===== config.mk =====
export PLATFORM = sky130hd
export DESIGN_NAME = fetch_sequencer
export DESIGN_NICKNAME = d
export VERILOG_FILES = /design/src/rtl/fetch_sequencer.sv
export SDC_FILE = /design/constraint.sdc
export NUM_CORES = 1
export LEC_CHECK = 0
export ABC_AREA = 1
export BUFFER_PORTS_ARGS = -buffer_cell sky130_fd_sc_hd__buf_2
export CORE_ASPECT_RATIO = 1.5
export CORE_UTILIZATION = 53
export DETAILED_ROUTE_END_ITERATION = 6
export GPL_TIMING_DRIVEN = 0
export PLACE_DENSITY = 0.79
export SYNTH_ARGS = -nofsm -noshare
export SYNTH_HDL_FRONTEND = slang
export SYNTH_SLANG_ARGS = --single-unit

===== constraint.sdc =====
create_clock -name clk -period 3.4 [get_ports clk]
set_input_delay 0.17 -clock clk [delete_from_list [all_inputs] [get_ports clk]]
set_output_delay 0.17 -clock clk [all_outputs]
set_load 0.1 [all_outputs]

===== src/rtl/fetch_sequencer.sv =====
// PC / fetch controller: drives combinational imem, buffers {pc, word} pairs for decode.
// Optional macro HALT_DETECT_EN: an all-zero fetched word parks the sequencer in HALT.
module fetch_sequencer #(
   parameter int ADDR_W     = 8,
   parameter int INSTR_W    = 17,
   parameter int DEPTH      = 2,
   parameter int PC_STEP    = 4,
   parameter int RESET_ADDR = 0
) (
   input  logic               clk,
   input  logic               rst_n,
   input  logic               start,
   output logic [ADDR_W-1:0]  imem_addr,
   input  logic [INSTR_W-1:0] imem_data,
   output logic               instr_valid,
   input  logic               instr_ready,
   output logic [INSTR_W-1:0] instr,
   output logic [ADDR_W-1:0]  instr_pc,
   input  logic               redirect_valid,
   input  logic [ADDR_W-1:0]  redirect_addr,
   output logic               busy,
   output logic               halted,
   output logic [15:0]        fetch_count
);

   localparam int PW = (DEPTH > 1) ? $clog2(DEPTH) : 1;
   localparam int CW = $clog2(DEPTH + 1);

   typedef enum logic [1:0] {IDLE, RUN, HALT} state_t;

   state_t             state, state_nx;
   logic [ADDR_W-1:0]  pc;
   logic [ADDR_W-1:0]  buf_pc   [DEPTH];
   logic [INSTR_W-1:0] buf_data [DEPTH];
   logic [PW-1:0]      head, tail;
   logic [CW-1:0]      count;
   logic               pop, push, halt_hit;

   function automatic logic [PW-1:0] ptr_inc(input logic [PW-1:0] p);
      return (p == PW'(DEPTH - 1)) ? '0 : p + 1'b1;
   endfunction

   assign pop  = instr_valid & instr_ready;
   assign push = (state == RUN) & ~redirect_valid & ((count < CW'(DEPTH)) | pop);

`ifdef HALT_DETECT_EN
   assign halt_hit = push & (imem_data == '0);
`else
   assign halt_hit = 1'b0;
`endif

   // State register
   always_ff @(posedge clk) begin
      if (!rst_n) state <= IDLE;
      else        state <= state_nx;
   end

   // Next-state logic
   always_comb begin
      state_nx = state;
      case (state)
         IDLE:    if (start) state_nx = RUN;
         RUN:     if (halt_hit) state_nx = HALT;
         HALT:    if (start | redirect_valid) state_nx = RUN;
         default: state_nx = IDLE;
      endcase
   end

   // Output logic
   always_comb begin
      busy = (state == RUN);
`ifdef HALT_DETECT_EN
      halted = (state == HALT);
`else
      halted = 1'b0;
`endif
   end

   // PC, prefetch buffer and counter; a redirect wins over any push and drops the buffer
   always_ff @(posedge clk) begin
      if (!rst_n) begin
         pc          <= ADDR_W'(RESET_ADDR);
         head        <= '0;
         tail        <= '0;
         count       <= '0;
         fetch_count <= '0;
      end else if (redirect_valid) begin
         pc    <= redirect_addr;
         head  <= '0;
         tail  <= '0;
         count <= '0;
      end else begin
         if (push) begin
            buf_pc[tail]   <= pc;
            buf_data[tail] <= imem_data;
            tail           <= ptr_inc(tail);
            pc             <= pc + ADDR_W'(PC_STEP);
            if (fetch_count != 16'hFFFF) fetch_count <= fetch_count + 16'd1;
         end
         if (pop) head <= ptr_inc(head);
         count <= count + CW'(push) - CW'(pop);
      end
   end

   assign imem_addr   = pc;
   assign instr_valid = (count != '0);
   assign instr       = instr_valid ? buf_data[head] : '0;
   assign instr_pc    = instr_valid ? buf_pc[head]   : '0;

endmodule

==> flow_summary.toml <==
[drt]
wl_um = 7447
drc = 0
ant_nets = 0
firstDrtPassIters = 4
drt_iter0_markers = 218
wl_per_cell_um = 13.71
vias_per_cell = 5.136
via_count = 2789

[global_route]
grt_max_degree = 18
grt_usage = 0.2353
antenna_found_initial = 0
grt_pass1_wl_um = 12010
grt_overflow = 0
grt_pass1_vias = 2659

[placement]
gp_congestion = 0.8474
dp_cells = 518
io_buffers = 79
dp_hpwl_um = 5274

[worst_setup_path]
crit_top_cell = "clkbuf_1"
cp_top_family = "buffers and inverters"
ff2ff_path_depth = 8
worstSetupEndpointType = "primary output"
cpMaxStageDelayCell = "buf_2"
crit_chain = "clkbuf_1, clkbuf_1, nand2_1, a21oi_1, buf_2"
cp_slowest_stage_delay_ns = 0.45
critPathBufInv = 3
cp.depth = 5
start_kind = "flop"
path_class = "reg -> out"
cp.required_ns = 3.23
crit_path_max_fanout = 10
crit_arrival_ns = 2.11

[pwr]
p_leak_nw = 1.832
vdd_drop_max_v = 0.0002701
power.total_w = 0.002108
p_per_area_nw_per_um2 = 487.2

[cells_and_area]
fill_cells = 494
areaGrowthSynthToFinish_pct = 24.66
multiInputGateArea_um2 = 1231
drive_gt1_frac = 0.2580
antenna_cells = 0
nets = 498
ff_latch_area_um2 = 2102
layout.cells.non_filler = 543

[yosys]
synth_top_area_frac = 0.4326
synth_nets = 396
async_reset_ff_frac = 0
synth_top_family_by_area = "simple AND/OR/NAND/NOR gates"
synth_ff_type = "edfxtp_1"
ys_warn_count = 0
synth_area_leaders = "edfxtp_1 (43%), dfxtp_1 (17%), nand2_1 (12%)"
synth_common_cells = "nand2_1 (113), edfxtp_1 (50), a21oi_1 (42), nor2_1 (31), dfxtp_1 (30)"
synth_compound_area_frac = 0.07751
syn_avg_cell_area_um2 = 9.588
ys_seq_area_frac = 0.6056
yosysMostFrequentCell = "nand2_1"
synthMuxAreaShare = 0
ys_ff_latch = 80
yosys.area.top_type = "edfxtp_1"
syn_inst = 362
synth_cell_type_count = 31
yosys.area_share.simple = 0.2318
syn_area_um2 = 3471
synth_edf_count = 50
synthAdderAreaFrac = 0.01442
synthXorXnorAreaFrac = 0.02776

[cts]
cts-root-buf = "clkbuf_8"
cts.clk_slew.worst_paths_ns = 0.09
clock_sinks = 80
cts_tree = "yes"
post_cts_buffers = 0
numCtsBuffers = 9
h-tree-depth = 3
cts_max_path_buffers = 2
clk_latency_ns = 0.35

[timing]
drv_slew = 0
finClkSkew_ns = 0.01081
slew_headroom = 0.5832
fmax_ghz = 0.4387
period_needed_ns = 2.280
worstMarginPinSlew_ns = 0.6218
setup_viol = 0
finalCritPeriodShare = 0.6705
rsz0062_at_grt = "no"
finalHoldViolCount = 0

[die]
io_pins = 82
die_area_um2 = 6883
die_width_um = 68.08
start_util = 0.5581
fp.dieH_um = 101.1
core_um2 = 6218
rows = 35

[min_path]
holdPathStages = 1
hp-class = "in -> reg"

[status]
status = "complete, no violations"

[flow_run]
max-cap-violations = 0
-- area by class of cell --
| cell class | instances | area share |
|---|---|---|
| well taps | 74 | 0.02140 |
| clock inverters | 6 | 0.02140 |
| flip-flops and latches | 80 | 0.4858 |
| multi-input cells | 249 | 0.2846 |
| inverters | 21 | 0.01880 |
| clock buffers | 10 | 0.02950 |
| repair buffers | 91 | 0.1238 |
| plain buffers | 12 | 0.01475 |
-- metal layers --
layer | GRT usage | vias to the layer above | wire, µm
met4 | 0.09135 | 0 | 96
met2 | 0.4080 | 95 | 4050
met5 | 0 | - | 0
li1 | - | 1404 | -
met3 | 0.08032 | 9 | 514
met1 | 0.2560 | 1281 | 2786
-- placed cells by master, fill, tap and decap left out, types with 2 or more instances in the layout --
master	count
inv_1	18
nor2_1	30
clkbuf_1	10
o21ai_0	4
dfxtp_1	30
buf_6	4
nand3_1	15
nand4_1	3
nand2_1	113
dlygate4sd3_1	9
nor3b_1	3
bufinv_16	2
nor2_4	4
edfxtp_1	50
nand2_2	4
a21oi_1	42
clkinvlp_4	2
xnor2_1	6
xor2_1	5
inv_6	2
clkbuf_8	9
inv_2	2
ha_1	4
nor2_2	5
buf_2	79
-- logic make-up (layout without fill, tap and decap cells) --
family,count (synthesis),in the layout
flops,80,80
simple gates,183,183
compound gates,50,50
buf+inv,33,140
fa+ha+maj,4,4
xor+xnor,11,11
other cells,1,1
-- power by group --
part	switching, W	internal (W)
Combinational	0.000214	0.0000593
Sequential	0.0000167	0.00105
Clock	0.000350	0.000419
Total	0.000581	0.00153
-- through the flow --
step	cell area, µm²	setup WS [ns]	util	setup TNS, ns	hold slack, ns
2_1_floorplan	3471	0.02783	-	0	0.2689
3_3_place_gp	3959	-0.1856	0.6366	-4.623	0.3594
3_5_place_dp	4016	1.456	0.6459	0	0.3613
4_1_cts	4297	1.083	0.6909	0	0.0006669
5_1_grt	4327	0.9110	0.6958	0	0.0004114
6_report	4327	1.120	0.6958	0	0.01721
-- flip-flops by register name, summed over array words and instances, names as in the netlist, named ones only --
signal       cells
buf_data        34
imem_addr        8
count            2
fetch_count     16
state            1
tail             1
buf_pc          16
head             1
-- worst paths after layout --
check | from | endpoint | slack [ns]
setup / recovery | flop | instr_pc[2] | 1.12
hold / removal | imem_data[7] | buf_data[0][7] | 0.02
setup reg to reg | count[1] | count[1] | 1.46
hold reg to reg | tail | tail | 0.48
-- timing repair --
action / in CTS / in global routing
gates resized for setup: 0 / 0
hold buffers: 6 / 3
hold endpoints to repair: 12 / 6
(Power assumes the default switching activity.)
